<file path="src/rtl/alu_mdu_unit.sv">
// alu_mdu_unit: execute-stage ALU with the RV32M multiply/divide set.
//   Decodes alu_op/func7/func3 on accept, captures operands, and produces
//   one registered result per request. Simple ops and the divide early-outs
//   complete in one cycle. MUL/DIV families iterate for XLEN cycles, one
//   bit per cycle, on operand magnitudes.
// Ports:
//   clk, rst_n              clock, asynchronous active-low reset
//   in_valid/in_ready       request handshake (in_ready only in IDLE)
//   alu_op, func7, func3    instruction fields to decode
//   op_a, op_b              rs1 and rs2/immediate operands
//   out_valid/out_ready     result handshake
//   out_result, out_zero    registered result and its zero flag
//   out_illegal             unsupported encoding (result forced to 0)
//   busy                    high while an iterative op is running
//   dbg_state               current FSM state (0 IDLE, 1 ITER, 2 DONE)
// Handshake: a transfer happens on a rising edge where valid & ready are
// both high; a source holds valid and its payload steady until then, and
// the unit holds out_* steady while out_valid is high and out_ready low.
module alu_mdu_unit #(
  parameter int XLEN = 32,
  parameter int SHW  = $clog2(XLEN)
) (
  input  logic            clk,
  input  logic            rst_n,
  input  logic            in_valid,
  output logic            in_ready,
  input  logic [1:0]      alu_op,
  input  logic [6:0]      func7,
  input  logic [2:0]      func3,
  input  logic [XLEN-1:0] op_a,
  input  logic [XLEN-1:0] op_b,
  output logic            out_valid,
  input  logic            out_ready,
  output logic [XLEN-1:0] out_result,
  output logic            out_zero,
  output logic            out_illegal,
  output logic            busy,
  output logic [1:0]      dbg_state
);

  typedef enum logic [1:0] {S_IDLE = 2'd0, S_ITER = 2'd1, S_DONE = 2'd2} state_e;
  // Ordering matters: the MUL and DIV families are contiguous ranges.
  typedef enum logic [4:0] {
    OP_ADD, OP_SUB, OP_SLL, OP_SLT, OP_SLTU, OP_XOR, OP_SRL, OP_SRA, OP_OR, OP_AND,
    OP_MUL, OP_MULH, OP_MULHSU, OP_MULHU, OP_DIV, OP_DIVU, OP_REM, OP_REMU, OP_ILL
  } op_e;

  localparam logic [SHW-1:0]  CNT_LAST = SHW'(XLEN - 1);
  localparam logic [XLEN-1:0] SMIN     = {1'b1, {(XLEN-1){1'b0}}};

  state_e state_q, state_d;
  op_e    op_dec, op_q;
  logic [2*XLEN-1:0] acc_q;
  logic [XLEN-1:0]   b_q, result_q;
  logic [SHW-1:0]    cnt_q;
  logic              sa_q, sb_q, zero_q, ill_q;

  logic            accept, dec_mul, dec_div, early, go_iter, a_sgn, b_sgn, sa, sb;
  logic [SHW-1:0]  shamt;
  logic [XLEN-1:0] simple_res, a_mag, b_mag;

  // ---------------- decode ----------------
  always_comb begin
    op_dec = OP_ILL;
    unique case (alu_op)
      2'b00: begin
        unique case (func3)
          3'b000: op_dec = OP_ADD;
          3'b001: op_dec = OP_SLL;
          3'b010: op_dec = OP_SLT;
          3'b011: op_dec = OP_SLTU;
          3'b100: op_dec = OP_XOR;
          3'b101: op_dec = func7[5] ? OP_SRA : OP_SRL;
          3'b110: op_dec = OP_OR;
          default: op_dec = OP_AND;
        endcase
      end
      2'b01: op_dec = OP_SUB;
      2'b10: begin
        if (func7 == 7'b0000000) begin
          unique case (func3)
            3'b000: op_dec = OP_ADD;
            3'b001: op_dec = OP_SLL;
            3'b010: op_dec = OP_SLT;
            3'b011: op_dec = OP_SLTU;
            3'b100: op_dec = OP_XOR;
            3'b101: op_dec = OP_SRL;
            3'b110: op_dec = OP_OR;
            default: op_dec = OP_AND;
          endcase
        end else if (func7 == 7'b0100000) begin
          if (func3 == 3'b000)      op_dec = OP_SUB;
          else if (func3 == 3'b101) op_dec = OP_SRA;
        end else if (func7 == 7'b0000001) begin
          op_dec = op_e'(5'(OP_MUL) + 5'(func3));
        end
      end
      default: op_dec = OP_ILL;
    endcase
  end

  assign accept  = in_valid & in_ready;
  assign shamt   = op_b[SHW-1:0];
  assign dec_mul = op_dec inside {OP_MUL, OP_MULH, OP_MULHSU, OP_MULHU};
  assign dec_div = op_dec inside {OP_DIV, OP_DIVU, OP_REM, OP_REMU};
  assign a_sgn   = op_dec inside {OP_MUL, OP_MULH, OP_MULHSU, OP_DIV, OP_REM};
  assign b_sgn   = op_dec inside {OP_MUL, OP_MULH, OP_DIV, OP_REM};
  // Divide by zero always short-circuits; overflow only for the signed pair.
  assign early   = dec_div & ((op_b == '0) |
                   (b_sgn & (op_a == SMIN) & (op_b == '1)));
  assign go_iter = dec_mul | (dec_div & ~early);
  assign sa      = a_sgn & op_a[XLEN-1];
  assign sb      = b_sgn & op_b[XLEN-1];
  // -SMIN wraps to SMIN, which is the correct unsigned magnitude.
  assign a_mag   = sa ? -op_a : op_a;
  assign b_mag   = sb ? -op_b : op_b;

  always_comb begin
    simple_res = '0;
    unique case (op_dec)
      OP_ADD:  simple_res = op_a + op_b;
      OP_SUB:  simple_res = op_a - op_b;
      OP_SLL:  simple_res = op_a << shamt;
      OP_SLT:  simple_res = {{(XLEN-1){1'b0}}, $signed(op_a) < $signed(op_b)};
      OP_SLTU: simple_res = {{(XLEN-1){1'b0}}, op_a < op_b};
      OP_XOR:  simple_res = op_a ^ op_b;
      OP_SRL:  simple_res = op_a >> shamt;
      OP_SRA:  simple_res = XLEN'($signed(op_a) >>> shamt);
      OP_OR:   simple_res = op_a | op_b;
      OP_AND:  simple_res = op_a & op_b;
      OP_DIV:  simple_res = (op_b == '0) ? '1 : op_a;
      OP_DIVU: simple_res = '1;
      OP_REM:  simple_res = (op_b == '0) ? op_a : '0;
      OP_REMU: simple_res = op_a;
      default: simple_res = '0;
    endcase
  end

  // ---------------- iterative datapath ----------------
  // acc_q holds {high, low}: for MUL the partial product over the shifting
  // multiplier, for DIV the partial remainder over the shifting dividend.
  logic              iter_mul;
  logic [XLEN:0]     mul_sum, div_shift, div_rem;
  logic              div_ge;
  logic [2*XLEN-1:0] acc_next, prod_s;
  logic [XLEN-1:0]   quot_s, rem_s, final_res;

  assign iter_mul  = op_q inside {OP_MUL, OP_MULH, OP_MULHSU, OP_MULHU};
  assign mul_sum   = {1'b0, acc_q[2*XLEN-1:XLEN]} + (acc_q[0] ? {1'b0, b_q} : '0);
  assign div_shift = {acc_q[2*XLEN-1:XLEN], acc_q[XLEN-1]};
  assign div_ge    = div_shift >= {1'b0, b_q};
  assign div_rem   = div_ge ? (div_shift - {1'b0, b_q}) : div_shift;
  assign acc_next  = iter_mul ? {mul_sum, acc_q[XLEN-1:1]}
                              : {div_rem[XLEN-1:0], acc_q[XLEN-2:0], div_ge};
  assign prod_s    = (sa_q ^ sb_q) ? -acc_next : acc_next;
  assign quot_s    = (sa_q ^ sb_q) ? -acc_next[XLEN-1:0] : acc_next[XLEN-1:0];
  assign rem_s     = sa_q ? -acc_next[2*XLEN-1:XLEN] : acc_next[2*XLEN-1:XLEN];

  always_comb begin
    final_res = '0;
    unique case (op_q)
      OP_MUL:                       final_res = prod_s[XLEN-1:0];
      OP_MULH, OP_MULHSU, OP_MULHU: final_res = prod_s[2*XLEN-1:XLEN];
      OP_DIV, OP_DIVU:              final_res = quot_s;
      OP_REM, OP_REMU:              final_res = rem_s;
      default:                      final_res = '0;
    endcase
  end

  // ---------------- FSM ----------------
  always_ff @(posedge clk or negedge rst_n) begin
    if (!rst_n) state_q <= S_IDLE;
    else        state_q <= state_d;
  end

  always_comb begin
    state_d = state_q;
    unique case (state_q)
      S_IDLE:  if (accept) state_d = go_iter ? S_ITER : S_DONE;
      S_ITER:  if (cnt_q == CNT_LAST) state_d = S_DONE;
      S_DONE:  if (out_ready) state_d = S_IDLE;
      default: state_d = S_IDLE;
    endcase
  end

  always_comb begin
    in_ready  = (state_q == S_IDLE);
    busy      = (state_q == S_ITER);
    out_valid = (state_q == S_DONE);
    dbg_state = state_q;
  end

  // ---------------- datapath registers ----------------
  always_ff @(posedge clk or negedge rst_n) begin
    if (!rst_n) begin
      op_q     <= OP_ILL;
      acc_q    <= '0;
      b_q      <= '0;
      cnt_q    <= '0;
      sa_q     <= 1'b0;
      sb_q     <= 1'b0;
      result_q <= '0;
      zero_q   <= 1'b0;
      ill_q    <= 1'b0;
    end else if (state_q == S_IDLE && accept) begin
      op_q  <= op_dec;
      acc_q <= {{XLEN{1'b0}}, a_mag};
      b_q   <= b_mag;
      cnt_q <= '0;
      sa_q  <= sa;
      sb_q  <= sb;
      if (!go_iter) begin
        result_q <= simple_res;
        zero_q   <= (simple_res == '0);
        ill_q    <= (op_dec == OP_ILL);
      end
    end else if (state_q == S_ITER) begin
      acc_q <= acc_next;
      cnt_q <= cnt_q + 1'b1;
      // Sign is applied on the last step, using that step's result.
      if (cnt_q == CNT_LAST) begin
        result_q <= final_res;
        zero_q   <= (final_res == '0);
        ill_q    <= 1'b0;
      end
    end
  end

  assign out_result  = result_q;
  assign out_zero    = zero_q;
  assign out_illegal = ill_q;

endmodule

</file>
<file path="config.mk">
export PLATFORM = sky130hd
export DESIGN_NAME = alu_mdu_unit
export DESIGN_NICKNAME = d
export VERILOG_FILES = /design/src/rtl/alu_mdu_unit.sv
export SDC_FILE = /design/constraint.sdc
export NUM_CORES = 1
export LEC_CHECK = 0
export CAP_MARGIN = 20
export CELL_PAD_IN_SITES_DETAIL_PLACEMENT = 1
export CELL_PAD_IN_SITES_GLOBAL_PLACEMENT = 2
export CORE_AREA = 5 5 297 299
export CTS_CLUSTER_SIZE = 12
export DETAILED_ROUTE_END_ITERATION = 10
export DIE_AREA = 0 0 302 304
export HOLD_SLACK_MARGIN = 0.1
export PLACE_DENSITY_LB_ADDON = 0.1
export SYNTH_ARGS = -nofsm -noshare
export SYNTH_HDL_FRONTEND = slang
export SYNTH_SLANG_ARGS = --single-unit
</file>
<file path="constraint.sdc">
create_clock -name clk -period 12.1 [get_ports clk]
set_input_delay 1.815 -clock clk [delete_from_list [all_inputs] [get_ports clk]]
set_output_delay 1.815 -clock clk [all_outputs]
set_load 0.01 [all_outputs]
</file>
==> results.rst <==
.. list-table::
   :header-rows: 1

   * - Metric
     - Value
   * - Total chip power
     - roughly 3.7 mW
   * - Leading cell types in the layout, fill and taps excluded
     - nand2_1, nor2_1, o21ai_0, a21oi_1, ha_1
   * - Wire length of the first global-routing pass
     - between 200000 and 250000 um
   * - CTS root buffer
     - clkbuf_16
   * - Transition time at the pin with the least slew margin
     - 1.10 ns
   * - CP max stage delay
     - around 0.97 ns
   * - Grt ovf
     - 0
   * - Starting DRC count in detailed routing
     - roughly 2.6k
   * - VDD IR-drop max
     - about 0.12 mV
   * - Internal cell power
     - approximately 1.7 mW
   * - Number of hold buffers added after CTS
     - 0
   * - Period utilization
     - slightly below 70%
   * - Post-CTS setup buffer count
     - 0
   * - Clock buffers created by TritonCTS
     - 17
   * - Worst Path Max Fanout
     - 61
   * - Synthesized flop and latch total
     - around 140
   * - Fin Clk Skew
     - 0.0112 ns
   * - Series of cell instances along the critical path
     - clkdlybuf4s50_1, nor4_1, nand3_1, or2_2, or3_1, nor3_1, a21oi_1, a32oi_1, a22o_2, buf_4, inv_1, nor4b_1, nand4_1, nor4_2, nand4b_1, or4_1, o21bai_1
   * - Sw frac
     - 53.3%
   * - Cell Rows
     - between 100 and 150
   * - Hold Vio Cnt, Final
     - 0
   * - Width of the chip
     - a little over 300 um
   * - Maximum capacitance violations
     - 0
   * - Proportion of netlist area held by the largest area contributor
     - roughly 14%
   * - Maximum clock path buffer count
     - 2
   * - Max Slew Vio Count
     - 0
   * - Fillers
     - 10.5k
   * - Setup slack of the critical path after layout
     - roughly 3.9 ns
   * - Highest achievable clock rate
     - 122 MHz
   * - Clock latency of the later-clocked register in the worst-skew pair
     - ~0.46 ns
   * - Required time reported for the critical path endpoint
     - 12.49 ns
   * - Hold WC Path Type
     - reg -> reg
   * - Share of async-settable or async-resettable flops after synthesis
     - between 90% and 100%
   * - Count of endpoints failing setup in the final report
     - 0
   * - Sequential fraction of the synthesis area
     - roughly 14%
   * - Summed instance area of the synthesized netlist
     - 25300 um^2
   * - Switching power
     - just under 2 mW
   * - Clock-pin slew on the worst setup and hold paths
     - ~0.07 ns
   * - CP Data Arrival Time
     - about 8.6 ns
   * - WL/cell
     - roughly 34 um
   * - Total Routing Usage GR
     - 33.3%
   * - Relative area change from synthesis to final layout
     - 11.7%
   * - Most used flip-flop cell after synthesis
     - dfrtp_1
   * - Type of element capturing the critical path
     - register
   * - Power density normalized to cell area
     - between 100 and 150 nW/um^2
   * - Result of the run
     - complete, no violations
   * - Htree depth
     - 4
   * - Part of the power in the clock network
     - between 15 and 20%
   * - Effective utilization at floorplan
     - 29.8%
   * - Antenna violation net count after detailed routing
     - 0
   * - Pre-CTS WS
     - 3.36 ns
   * - Number of vias after detailed routing
     - approximately 30k
   * - Post-synthesis cell type count
     - 106
   * - Vias in the first global route
     - 30.7k
   * - Final period demand of the worst path
     - between 8 and 9 ns
   * - Leading cell types by total area after synthesis
     - dfrtp_1, ha_1, o21ai_0, nand2_1, a21oi_1
   * - Most common cell after layout, fill and taps aside
     - nand2_1
   * - Nets in the synthesized netlist
     - 3844
   * - Clock tree from TritonCTS
     - yes
   * - Fin util
     - approximately 33%
   * - # port buffers
     - 118
   * - Cell count after synthesis
     - about 3.6k
   * - Number of gates resized after CTS
     - 0
   * - Setup repair after global routing missed its margin
     - false
   * - YS warnings
     - 0
   * - Pin count of the biggest net entering global routing
     - 100
   * - First-pass iteration count of the detailed router
     - 6
   * - Cell type of the slowest stage on the worst timing path
     - nor4_1
   * - Antenna violations before repair
     - 5
   * - Ports placed on the boundary
     - between 100 and 150
   * - GPL Wtd Cong
     - 0.995
   * - Residual DRC
     - 0
   * - Post-synth top area cell
     - dfrtp_1
   * - Static leakage
     - 11.4 nW
   * - Net count, final
     - between 3k and 4k
   * - Share of cells above drive strength 1
     - just over 8%
   * - Wire length after detailed routing
     - roughly 160000 um
   * - Number of clock sinks seen by CTS
     - between 100 and 150
   * - Area of the placeable core
     - ~85000 um^2
   * - Type of the worst setup path
     - in -> reg
   * - Area of the die
     - slightly above 90000 um^2
   * - Via count normalized by instance count
     - ~6.4
   * - EDFF count, synth
     - 0
   * - Placed wire-length estimate
     - around 130000 um
   * - Comb pwr share
     - about three fifths
   * - Portion of total power attributed to sequential cells
     - a little under a quarter
   * - Worst slew margin relative to its limit
     - about a quarter
   * - Crit path launch type
     - input pin
   * - Final setup TNS
     - 0 ns
   * - Die Y-Extent
     - around 300 um
   * - Average footprint of a synthesized cell
     - ~7 um^2
[metrics by stage]
| step | hold WS [ns] | cell area [um^2] | std cells |
|---|---|---|---|
| final | 0.507 | 28200 | 4713 |
| after global routing | 0.531 | 28200 | 4712 |
| after CTS | 0.517 | 28200 | 4708 |
| after detailed placement | 0.502 | 27600 | 4676 |
| after global placement | 0.471 | 27600 | 4673 |
| after floorplan | 0.449 | 25300 | 3590 |
[cell type report]
cell class | count | area, um^2 | share of cell area, %
clock inverters | 14 | 170 | 0.603
inverters | 160 | 601 | 2.13
multi-input cells | 3011 | 20000 | 71.0
repair buffers | 221 | 1920 | 6.82
well taps | 1144 | 1430 | 5.07
flip-flops and latches | 144 | 3610 | 12.8
diodes | 1 | 2.50 | 0.00887
clock buffers | 18 | 439 | 1.56
[cell families (layout without fill, tap and decap cells)]
kind of cell	after synthesis	count (layout)	synth area share (%)
flip-flops	144	144	14.3
XOR/XNOR	166	166	5.76
adder cells (fa/ha/maj)	174	174	8.74
multiplexers	139	139	7.95
AO/OA/AOI/OAI	1227	1227	32.0
buffers and inverters	435	413	6.76
AND/OR/NAND/NOR	1305	1305	24.5
other	0	1	0
[state kept, by name (all words and copies together), names as in the netlist]
signal / cells
acc_q: 64
b_q: 32
cnt_q: 5
dbg_state: 2
op_q: 5
out_illegal: 1
out_result: 32
out_zero: 1
sa_q: 1
sb_q: 1
[cells in the mapped netlist, types with 68 or more instances]
cell type	n
mux2i_1	78
nor3_1	100
a31oi_1	68
ha_1	170
nand2_1	393
xnor2_1	124
clkbuf_1	220
a21oi_1	283
o211ai_1	82
nor2_1	351
nand3_1	125
dfrtp_1	142
o21ai_0	310
inv_1	154
[path summary, 6_finish.rpt]
kind                                      from                     to  slack [ns]  cells after the start
setup / recovery                       op_b[5]   out_zero$_DFFE_PN0P_        3.93                     17
hold / removal              b_q[6]$_DFFE_PN0P_     b_q[6]$_DFFE_PN0P_        0.51                      2
hold reg to reg             b_q[6]$_DFFE_PN0P_     b_q[6]$_DFFE_PN0P_        0.51                      2
max in group asynchronous                rst_n   acc_q[8]$_DFFE_PN0P_        9.16                      2
min in group asynchronous                rst_n  acc_q[44]$_DFFE_PN0P_        1.42                      1
setup reg to reg           b_q[26]$_DFFE_PN0P_   out_zero$_DFFE_PN0P_        4.23                     19
[worst max-delay path: cells and delay by family]
family	cells	cell delay (ns)
compound gates	4	1.08
simple gates	10	4.30
buf+inv	3	1.33
[power by group through the flow]
stage | registers, mW | logic [mW] | clock network, mW
after detailed placement | 0.836 | 2.24 | 0
after global routing | 0.849 | 2.43 | 0.605
after floorplan | 0.760 | 1.36 | 0
final | 0.832 | 2.28 | 0.577
after CTS | 0.828 | 2.25 | 0.592
after global placement | 0.834 | 2.21 | 0
[routing by layer]
layer	vias up	global-route usage (%)	part of all wire [%]
met3	326	2.80	4.4
met2	1103	56.9	48
met5	-	0	0.0063
li1	13300	-	-
met1	15300	41.3	41
met4	2	18.2	6.7
(Power assumes the default switching activity.)
